===== src/rtl/puf_challenge_sequencer_pkg.sv =====
// puf_seq_pkg: FSM state encoding and helpers
// shared by the PUF challenge sequencer files.
package puf_seq_pkg;

  typedef enum logic [2:0] {
    IDLE,
    ARM,
    MEASURE,
    HOLD,
    CAPTURE,
    NEXT,
    DONE
  } state_e;

  localparam int MAX_RESP_W = 32;

  function automatic int idx_w(input int n);
    return (n > 1) ? $clog2(n) : 1;
  endfunction

  function automatic logic [MAX_RESP_W-1:0] maj3(
    input logic [MAX_RESP_W-1:0] a,
    input logic [MAX_RESP_W-1:0] b,
    input logic [MAX_RESP_W-1:0] c
  );
    return (a & b) | (b & c) | (a & c);
  endfunction

endpackage


===== src/rtl/puf_challenge_sequencer_if.sv =====
// Sequencer <-> PUF / consumer signal bundle.
// master: sequencer side, slave: PUF stub + consumer side.
interface puf_challenge_sequencer_if
  import puf_seq_pkg::*;
#(
  parameter int CHA_W  = 4,
  parameter int RESP_W = 4,
  parameter int N_CHAL = 256,
  parameter int SIG_W  = 32
);
  localparam int IDX_W = idx_w(N_CHAL);

  logic              start;
  logic              busy;
  logic              done;
  logic [CHA_W-1:0]  cha0;
  logic [CHA_W-1:0]  cha1;
  logic              puf_enable;
  logic [RESP_W-1:0] puf_response;
  logic              resp_valid;
  logic [RESP_W-1:0] resp_data;
  logic [IDX_W-1:0]  resp_index;
  logic [SIG_W-1:0]  signature;

  modport master (
    input  start, puf_response,
    output busy, done, cha0, cha1, puf_enable,
    output resp_valid, resp_data, resp_index,
    output signature
  );

  modport slave (
    output start, puf_response,
    input  busy, done, cha0, cha1, puf_enable,
    input  resp_valid, resp_data, resp_index,
    input  signature
  );

endinterface


===== src/rtl/puf_challenge_sequencer_resp_sync.sv =====
// puf_resp_sync: W-wide 2-flop synchronizer.
// Ports: clock, reset (async high), d_i, q_o.
module puf_resp_sync #(
  parameter int W = 4
) (
  input  logic         clock,
  input  logic         reset,
  input  logic [W-1:0] d_i,
  output logic [W-1:0] q_o
);

  logic [W-1:0] s1_q;
  logic [W-1:0] s2_q;

  always_ff @(posedge clock or posedge reset) begin
    if (reset) begin
      s1_q <= '0;
      s2_q <= '0;
    end else begin
      s1_q <= d_i;
      s2_q <= s1_q;
    end
  end

  assign q_o = s2_q;

endmodule


===== src/rtl/puf_challenge_sequencer.sv =====
// Walks challenges into an RO PUF, captures
// each synchronized response, folds into a signature.
// Ports: clock, reset (async high), bus (master).
// PUF_SEQ_MAJORITY_EN: 3 measurements per
// challenge, reports the bitwise majority.
module puf_challenge_sequencer
  import puf_seq_pkg::*;
#(
  parameter int CHA_W         = 4,
  parameter int RESP_W        = 4,
  parameter int N_CHAL        = 256,
  parameter int EN_CYCLES     = 1024,
  parameter int SETTLE_CYCLES = 16,
  parameter int SIG_W         = 32
) (
  input logic clock,
  input logic reset,
  puf_challenge_sequencer_if.master bus
);

  localparam int IDX_W = idx_w(N_CHAL);
  localparam int CMAX  =
    (EN_CYCLES > SETTLE_CYCLES) ?
    EN_CYCLES : SETTLE_CYCLES;
  localparam int CNT_W = $clog2(CMAX);
  localparam logic [CNT_W-1:0] SET_LD =
    CNT_W'(SETTLE_CYCLES - 1);
  localparam logic [CNT_W-1:0] EN_LD =
    CNT_W'(EN_CYCLES - 1);
  localparam logic [IDX_W-1:0] IDX_LAST =
    IDX_W'(N_CHAL - 1);

  state_e            state_q, state_d;
  logic [CNT_W-1:0]  cnt_q, cnt_d;
  logic [IDX_W-1:0]  idx_q, idx_d;
  logic [SIG_W-1:0]  sig_q, sig_d;
  logic              vld_q, vld_d;
  logic [RESP_W-1:0] data_q, data_d;
  logic [IDX_W-1:0]  ridx_q, ridx_d;
  logic              en_q, en_d;
  logic [RESP_W-1:0] samp;
  logic [RESP_W-1:0] res;
  logic              last;
  logic              emit;
  logic [2*CHA_W-1:0] chal;

`ifdef PUF_SEQ_MAJORITY_EN
  logic [1:0]        rep_q, rep_d;
  logic [RESP_W-1:0] m0_q, m0_d;
  logic [RESP_W-1:0] m1_q, m1_d;
`endif

  puf_resp_sync #(.W(RESP_W)) u_sync (
    .clock (clock),
    .reset (reset),
    .d_i   (bus.puf_response),
    .q_o   (samp)
  );

  always_comb begin
    state_d = state_q;
    cnt_d   = cnt_q;
    idx_d   = idx_q;
    sig_d   = sig_q;
    vld_d   = 1'b0;
    data_d  = data_q;
    ridx_d  = ridx_q;
    last    = (cnt_q == '0);
    emit    = 1'b0;
    res     = samp;
`ifdef PUF_SEQ_MAJORITY_EN
    rep_d   = rep_q;
    m0_d    = m0_q;
    m1_d    = m1_q;
    res     = RESP_W'(maj3(
                MAX_RESP_W'(m0_q),
                MAX_RESP_W'(m1_q),
                MAX_RESP_W'(samp)));
`endif
    unique case (state_q)
      IDLE: begin
        if (bus.start) begin
          state_d = ARM;
          cnt_d   = SET_LD;
          idx_d   = '0;
          sig_d   = '0;
        end
      end
      ARM: begin
        if (last) begin
          state_d = MEASURE;
          cnt_d   = EN_LD;
`ifdef PUF_SEQ_MAJORITY_EN
          rep_d   = '0;
`endif
        end else begin
          cnt_d = cnt_q - CNT_W'(1);
        end
      end
      MEASURE: begin
        if (last) begin
          state_d = HOLD;
          cnt_d   = SET_LD;
        end else begin
          cnt_d = cnt_q - CNT_W'(1);
        end
      end
      HOLD: begin
        if (last) state_d = CAPTURE;
        else cnt_d = cnt_q - CNT_W'(1);
      end
      CAPTURE: begin
`ifdef PUF_SEQ_MAJORITY_EN
        if (rep_q == 2'd2) begin
          emit = 1'b1;
        end else begin
          if (rep_q == 2'd0) m0_d = samp;
          else m1_d = samp;
          rep_d   = rep_q + 2'd1;
          state_d = MEASURE;
          cnt_d   = EN_LD;
        end
`else
        emit = 1'b1;
`endif
      end
      NEXT: begin
        if (idx_q == IDX_LAST) begin
          state_d = DONE;
        end else begin
          idx_d   = idx_q + IDX_W'(1);
          state_d = ARM;
          cnt_d   = SET_LD;
        end
      end
      DONE: state_d = IDLE;
      default: state_d = IDLE;
    endcase
    if (emit) begin
      state_d = NEXT;
      vld_d   = 1'b1;
      data_d  = res;
      ridx_d  = idx_q;
      sig_d   = {sig_q[SIG_W-RESP_W-1:0],
                 sig_q[SIG_W-1-:RESP_W] ^ res};
    end
    en_d = (state_d == MEASURE);
  end

  always_ff @(posedge clock or posedge reset) begin
    if (reset) begin
      state_q <= IDLE;
      cnt_q   <= '0;
      idx_q   <= '0;
      sig_q   <= '0;
      vld_q   <= 1'b0;
      data_q  <= '0;
      ridx_q  <= '0;
      en_q    <= 1'b0;
    end else begin
      state_q <= state_d;
      cnt_q   <= cnt_d;
      idx_q   <= idx_d;
      sig_q   <= sig_d;
      vld_q   <= vld_d;
      data_q  <= data_d;
      ridx_q  <= ridx_d;
      en_q    <= en_d;
    end
  end

`ifdef PUF_SEQ_MAJORITY_EN
  always_ff @(posedge clock or posedge reset) begin
    if (reset) begin
      rep_q <= '0;
      m0_q  <= '0;
      m1_q  <= '0;
    end else begin
      rep_q <= rep_d;
      m0_q  <= m0_d;
      m1_q  <= m1_d;
    end
  end
`endif

  // idx is only stepped in NEXT (and cleared
  // on start), so the challenge is stable
  // across the whole enable window.
  assign chal = (2*CHA_W)'(idx_q);

  assign bus.cha0       = chal[CHA_W-1:0];
  assign bus.cha1       = chal[2*CHA_W-1:CHA_W];
  assign bus.puf_enable = en_q;
  assign bus.busy       = (state_q != IDLE) &&
                          (state_q != DONE);
  assign bus.done       = (state_q == DONE);
  assign bus.resp_valid = vld_q;
  assign bus.resp_data  = data_q;
  assign bus.resp_index = ridx_q;
  assign bus.signature  = sig_q;

endmodule


===== src/flat_wrapper.sv =====
// flat-port wrapper written by rule: the top's interface ports become plain ports
module puf_challenge_sequencer_flat import puf_seq_pkg::*;
#(
  parameter int CHA_W         = 4,
  parameter int RESP_W        = 4,
  parameter int N_CHAL        = 256,
  parameter int EN_CYCLES     = 1024,
  parameter int SETTLE_CYCLES = 16,
  parameter int SIG_W         = 32
)
  (clock, reset, bus_start, bus_puf_response, bus_busy, bus_done, bus_cha0, bus_cha1, bus_puf_enable, bus_resp_valid, bus_resp_data, bus_resp_index, bus_signature);
  puf_challenge_sequencer_if #(.CHA_W(CHA_W), .RESP_W(RESP_W), .N_CHAL(N_CHAL), .SIG_W(SIG_W)) bus_i ();
  input logic clock;
  input logic reset;
  input wire logic [$bits(bus_i.start)-1:0] bus_start;
  input wire logic [$bits(bus_i.puf_response)-1:0] bus_puf_response;
  output wire logic [$bits(bus_i.busy)-1:0] bus_busy;
  output wire logic [$bits(bus_i.done)-1:0] bus_done;
  output wire logic [$bits(bus_i.cha0)-1:0] bus_cha0;
  output wire logic [$bits(bus_i.cha1)-1:0] bus_cha1;
  output wire logic [$bits(bus_i.puf_enable)-1:0] bus_puf_enable;
  output wire logic [$bits(bus_i.resp_valid)-1:0] bus_resp_valid;
  output wire logic [$bits(bus_i.resp_data)-1:0] bus_resp_data;
  output wire logic [$bits(bus_i.resp_index)-1:0] bus_resp_index;
  output wire logic [$bits(bus_i.signature)-1:0] bus_signature;
  assign bus_i.start = bus_start;
  assign bus_i.puf_response = bus_puf_response;
  assign bus_busy = bus_i.busy;
  assign bus_done = bus_i.done;
  assign bus_cha0 = bus_i.cha0;
  assign bus_cha1 = bus_i.cha1;
  assign bus_puf_enable = bus_i.puf_enable;
  assign bus_resp_valid = bus_i.resp_valid;
  assign bus_resp_data = bus_i.resp_data;
  assign bus_resp_index = bus_i.resp_index;
  assign bus_signature = bus_i.signature;
  puf_challenge_sequencer #(.CHA_W(CHA_W), .RESP_W(RESP_W), .N_CHAL(N_CHAL), .EN_CYCLES(EN_CYCLES), .SETTLE_CYCLES(SETTLE_CYCLES), .SIG_W(SIG_W)) u_core (.clock(clock), .reset(reset), .bus(bus_i));
endmodule

===== config.mk =====
export PLATFORM = sky130hd
export DESIGN_NAME = puf_challenge_sequencer_flat
export DESIGN_NICKNAME = d
export VERILOG_FILES = /design/src/rtl/puf_challenge_sequencer_pkg.sv /design/src/rtl/puf_challenge_sequencer_if.sv /design/src/rtl/puf_challenge_sequencer_resp_sync.sv /design/src/rtl/puf_challenge_sequencer.sv /design/src/flat_wrapper.sv
export SDC_FILE = /design/constraint.sdc
export NUM_CORES = 1
export LEC_CHECK = 0
export CORE_AREA = 3 3 92 94
export DETAILED_ROUTE_END_ITERATION = 10
export DIE_AREA = 0 0 95 97
export HOLD_SLACK_MARGIN = 0.1
export PLACE_DENSITY = 0.67
export SETUP_SLACK_MARGIN = 0.15
export SYNTH_ARGS = -nofsm -noshare
export SYNTH_HDL_FRONTEND = slang
export SYNTH_SLANG_ARGS = --single-unit

===== constraint.sdc =====
create_clock -name clock -period 2.7 [get_ports clock]
set_input_delay 0.675 -clock clock [delete_from_list [all_inputs] [get_ports clock]]
set_output_delay 0.675 -clock clock [all_outputs]
set_load 0.05 [all_outputs]

==> impl_results.rst <==
.. list-table::
   :header-rows: 1

   * - Metric
     - Value
   * - Run status
     - completed
   * - Wire per inst
     - 15.9 µm
   * - Share of synthesized area occupied by flip-flops and latches
     - 0.567
   * - Post-Synthesis Net Count
     - 282
   * - Critical path's largest stage delay
     - 860 ps
   * - Leakage power total
     - 1.90 nW
   * - HP Start
     - u_core.u_sync.s1_q[3]
   * - Maximum count of clock buffers along a single path
     - 2
   * - Worst-case vdd ir drop
     - 327 µV
   * - Number of cells in the finished layout apart from fillers
     - 442
   * - Distinct cell type count after synthesis
     - 55
   * - Setup TNS
     - 0 ps
   * - Post-Place Cells
     - 427
   * - Clock Skew
     - 5.77 ps
   * - Slew at the pin with the worst max-slew slack
     - 587 ps
   * - Largest net degree at the start of global routing
     - 47
   * - Sinks on Clock Net
     - 75
   * - Final WL
     - 7020 µm
   * - Share of cells above drive strength 1
     - 0.162
   * - Max-slew violation count
     - 0
   * - Vias per std cell
     - 5.41
   * - CTS buffer count
     - 9
   * - Clock tree root driver cell
     - sky130_fd_sc_hd__clkbuf_8
   * - CTS tree
     - done
   * - Crit path buf inv count
     - 1
   * - Worst min-delay path endpoint
     - u_core.u_sync.q_o[3]
   * - DRC violation total after the first TritonRoute iteration
     - 129
   * - Register bit total from synthesis
     - 75
   * - X dimension of the die
     - 95 µm
   * - Final Hold Vio Count
     - 0
   * - Worst path arrival time
     - 1690 ps
   * - Worst slack on hold paths
     - 351 ps
   * - Yosys warns
     - 0
   * - Worst reg2reg path depth
     - 4
   * - Max-capacitance violation count
     - 0
   * - Post-Syn Instances
     - 272
   * - Number of antenna violations at the first check in global routing
     - 0
   * - Via count
     - 2392
   * - Startpoint of the lowest-slack register-to-register path
     - u_core.state_q[0]
   * - Floorplan die area
     - 0.00922 mm²
   * - Final Net Count
     - 346
   * - Nature of the critical path startpoint
     - flip-flop
   * - Slack of the worst reg-to-reg path
     - 410 ps
   * - DR pass1 iterations
     - 4
   * - CP cell instances
     - clkdlybuf4s50_1
   * - Max transition margin
     - 0.606
   * - Setup repair after global routing missed its margin
     - false
   * - Global route total overflow
     - 0
   * - Total number of placement rows
     - 32
   * - Top cell family by delay on the critical path
     - buffers and inverters
   * - Hold Path Class
     - reg2reg
   * - Worst Hold Path Cells
     - 0
   * - Total Routing Usage GR
     - 0.163
   * - Vias in the first global route
     - 2228
   * - Syn Std Cell Area
     - 0.00331 mm²
   * - Antenna cells
     - 0
   * - Final Total Pwr
     - 2.81 mW
   * - Antenna-violating nets left
     - 0
   * - Final Setup Violations
     - 0
   * - Worst-path maximum fanout
     - 9
   * - Final period utilization
     - 0.875
   * - Async set-or-reset flop fraction in the synthesized netlist
     - 1.00
   * - Layout-stage area growth over the synthesis result
     - 28.5%
   * - Min Tclk post-route
     - 2360 ps
   * - Wire length of the first global-routing pass
     - 11600 µm
   * - Number of H-tree levels
     - 3
   * - Critical Path RT
     - 2030 ps
   * - Worst Setup Path Type
     - reg2out
   * - Category of the worst setup path capture point
     - output pin
   * - Reg-to-reg endpoint
     - u_core.cnt_q[5]
   * - Clock slew at the register clock pins of the worst setup and hold paths
     - 70 ps
   * - Half-perimeter wire length after detailed placement
     - 4920 µm
   * - Highest-delay cell along the critical path
     - sky130_fd_sc_hd__clkdlybuf4s50_1
   * - Main synth FF type
     - sky130_fd_sc_hd__dfrtp_1
   * - Initial cell density of the core
     - 0.428
   * - Last weighted congestion value of the routability-driven placer
     - 0.820
   * - Die boundary height
     - 97 µm
   * - Maximum clock frequency
     - 423 MHz
   * - Worst-skew pair later-pin latency
     - 350 ps
   * - Area of the core region
     - 0.00773 mm²
   * - Count of buffers inserted at the top-level ports
     - 62
   * - Post-CTS setup buffer count
     - 0
   * - Top-level I/O count
     - 63
   * - Number of flops mapped to enable cells by yosys
     - 0
   * - Average cell area after synthesis
     - 12.2 µm²
   * - Share of the core filled with cells in the final layout
     - 0.551
   * - Power density over the cells
     - 661 mW/mm²
   * - Remaining DRCs
     - 0
## cell type report
cell class,instances,area (µm²)
multi-input cells,171,1320
clock inverters,6,65.1
clock buffers,9,124
fillers,670,3470
well taps,102,128
repair buffers,72,717
inverters,7,30.0
flip-flops and latches,75,1880
## power breakdown
part | switching [mW] | internal (mW)
clock | 0.413 | 0.423
combinational | 0.355 | 0.261
sequential | 0.143 | 1.22
total | 0.910 | 1.90
## how the worst max path moves through the flow
| stage | slack [ps] | depth (start not counted) | to | from |
|---|---|---|---|---|
| 6_report | 340 | 1 | bus_cha1[3] | u_core.chal[7] |
| 5_1_grt | 260 | 1 | bus_cha0[3] | u_core.chal[3] |
| 4_1_cts | 320 | 1 | bus_cha1[3] | u_core.chal[7] |
| 3_5_place_dp | 180 | 5 | u_core.cnt_q[5] | bus_start |
| 3_3_place_gp | 230 | 5 | u_core.cnt_q[5] | bus_start |
| 2_1_floorplan | 300 | 7 | u_core.cnt_q[5] | u_core.chal[0] |
## Yosys cell counts, types with 2 or more instances
| cell | instances | area [µm²] |
|---|---|---|
| sky130_fd_sc_hd__a2111oi_0 | 2 | 17.5 |
| sky130_fd_sc_hd__a211oi_1 | 5 | 37.5 |
| sky130_fd_sc_hd__a21oi_1 | 4 | 20.0 |
| sky130_fd_sc_hd__a221o_2 | 2 | 22.5 |
| sky130_fd_sc_hd__a22o_1 | 32 | 280 |
| sky130_fd_sc_hd__a31oi_1 | 2 | 12.5 |
| sky130_fd_sc_hd__a32oi_1 | 2 | 17.5 |
| sky130_fd_sc_hd__a41oi_1 | 2 | 17.5 |
| sky130_fd_sc_hd__and2_1 | 4 | 25.0 |
| sky130_fd_sc_hd__and3_1 | 5 | 31.3 |
| sky130_fd_sc_hd__and4_1 | 4 | 35.0 |
| sky130_fd_sc_hd__buf_1 | 3 | 11.3 |
| sky130_fd_sc_hd__buf_6 | 3 | 33.8 |
| sky130_fd_sc_hd__clkbuf_1 | 11 | 41.3 |
| sky130_fd_sc_hd__dfrtp_1 | 75 | 1880 |
| sky130_fd_sc_hd__ha_1 | 3 | 37.5 |
| sky130_fd_sc_hd__inv_1 | 7 | 26.3 |
| sky130_fd_sc_hd__mux2_2 | 14 | 158 |
| sky130_fd_sc_hd__mux2i_1 | 2 | 20.0 |
| sky130_fd_sc_hd__nand2_1 | 5 | 18.8 |
| sky130_fd_sc_hd__nand3_1 | 7 | 35.0 |
| sky130_fd_sc_hd__nand3b_1 | 2 | 15.0 |
| sky130_fd_sc_hd__nand4_1 | 3 | 18.8 |
| sky130_fd_sc_hd__nor2_1 | 12 | 45.0 |
| sky130_fd_sc_hd__nor2b_1 | 6 | 37.5 |
| sky130_fd_sc_hd__nor3_1 | 7 | 35.0 |
| sky130_fd_sc_hd__nor3b_1 | 2 | 15.0 |
| sky130_fd_sc_hd__nor4_1 | 2 | 12.5 |
| sky130_fd_sc_hd__o211ai_1 | 3 | 22.5 |
| sky130_fd_sc_hd__o21ai_0 | 8 | 40.0 |
| sky130_fd_sc_hd__o21bai_1 | 2 | 15.0 |
| sky130_fd_sc_hd__o31ai_1 | 2 | 15.0 |
| sky130_fd_sc_hd__or3_2 | 2 | 15.0 |
| sky130_fd_sc_hd__xnor2_1 | 2 | 17.5 |
| sky130_fd_sc_hd__xor2_1 | 5 | 43.8 |
## cell usage in the layout, fill, tap and decap left out, types with 3 or more instances in the layout
master                            netlist  layout
sky130_fd_sc_hd__a211oi_1               5       5
sky130_fd_sc_hd__a21oi_1                4       4
sky130_fd_sc_hd__a22o_1                32      32
sky130_fd_sc_hd__and2_1                 4       4
sky130_fd_sc_hd__and3_1                 5       5
sky130_fd_sc_hd__and4_1                 4       4
sky130_fd_sc_hd__buf_4                  0       9
sky130_fd_sc_hd__clkbuf_8               0       9
sky130_fd_sc_hd__clkdlybuf4s50_1        0      60
sky130_fd_sc_hd__dfrtp_1               75      75
sky130_fd_sc_hd__ha_1                   3       3
sky130_fd_sc_hd__inv_1                  7       6
sky130_fd_sc_hd__mux2_2                14      14
sky130_fd_sc_hd__nand2_1                5       5
sky130_fd_sc_hd__nand3_1                7       7
sky130_fd_sc_hd__nand4_1                3       3
sky130_fd_sc_hd__nor2_1                12      12
sky130_fd_sc_hd__nor2b_1                6       6
sky130_fd_sc_hd__nor3_1                 7       7
sky130_fd_sc_hd__o211ai_1               3       3
sky130_fd_sc_hd__o21ai_0                8       8
sky130_fd_sc_hd__xor2_1                 5       5
## stage by stage
stage	area [µm²]	worst slack, ps
floorplan	3310	295
global placement	4070	232
detailed placement	4070	184
CTS	4260	320
global route	4260	255
finish	4260	338
## registers in the layout (all words and copies together) (netlist names), 3 cells and up
signal	cells
u_core.chal	8
u_core.cnt_q	10
u_core.state_q	3
u_core.bus.resp_index	8
u_core.u_sync.q_o	4
u_core.bus.signature	32
u_core.u_sync.s1_q	4
u_core.bus.resp_data	4
## per-layer routing
metal	share of wire	track usage	up-vias	routed length [µm]
met1	0.47	0.224	1186	3320
met2	0.47	0.242	52	3300
li1	-	-	1150	-
met4	0.010	0.0677	0	70
met5	0	0	-	0
met3	0.047	0.0428	4	328
## kinds of logic after synthesis
group | count (synthesis) | synth area share
compound gates | 75 | 0.181
xor+xnor | 7 | 0.0185
fa+ha+maj | 3 | 0.0113
buf+inv | 26 | 0.0370
flops | 75 | 0.567
mux | 17 | 0.0582
simple gates | 69 | 0.127
## timing repair
action                                 4_1_cts  5_1_grt
endpoints found under the hold margin        0        0
gates resized for setup                      1        0
setup endpoints to repair                    1        0
hold buffers                                 0        0
Power figures use the tool's default switching activity.
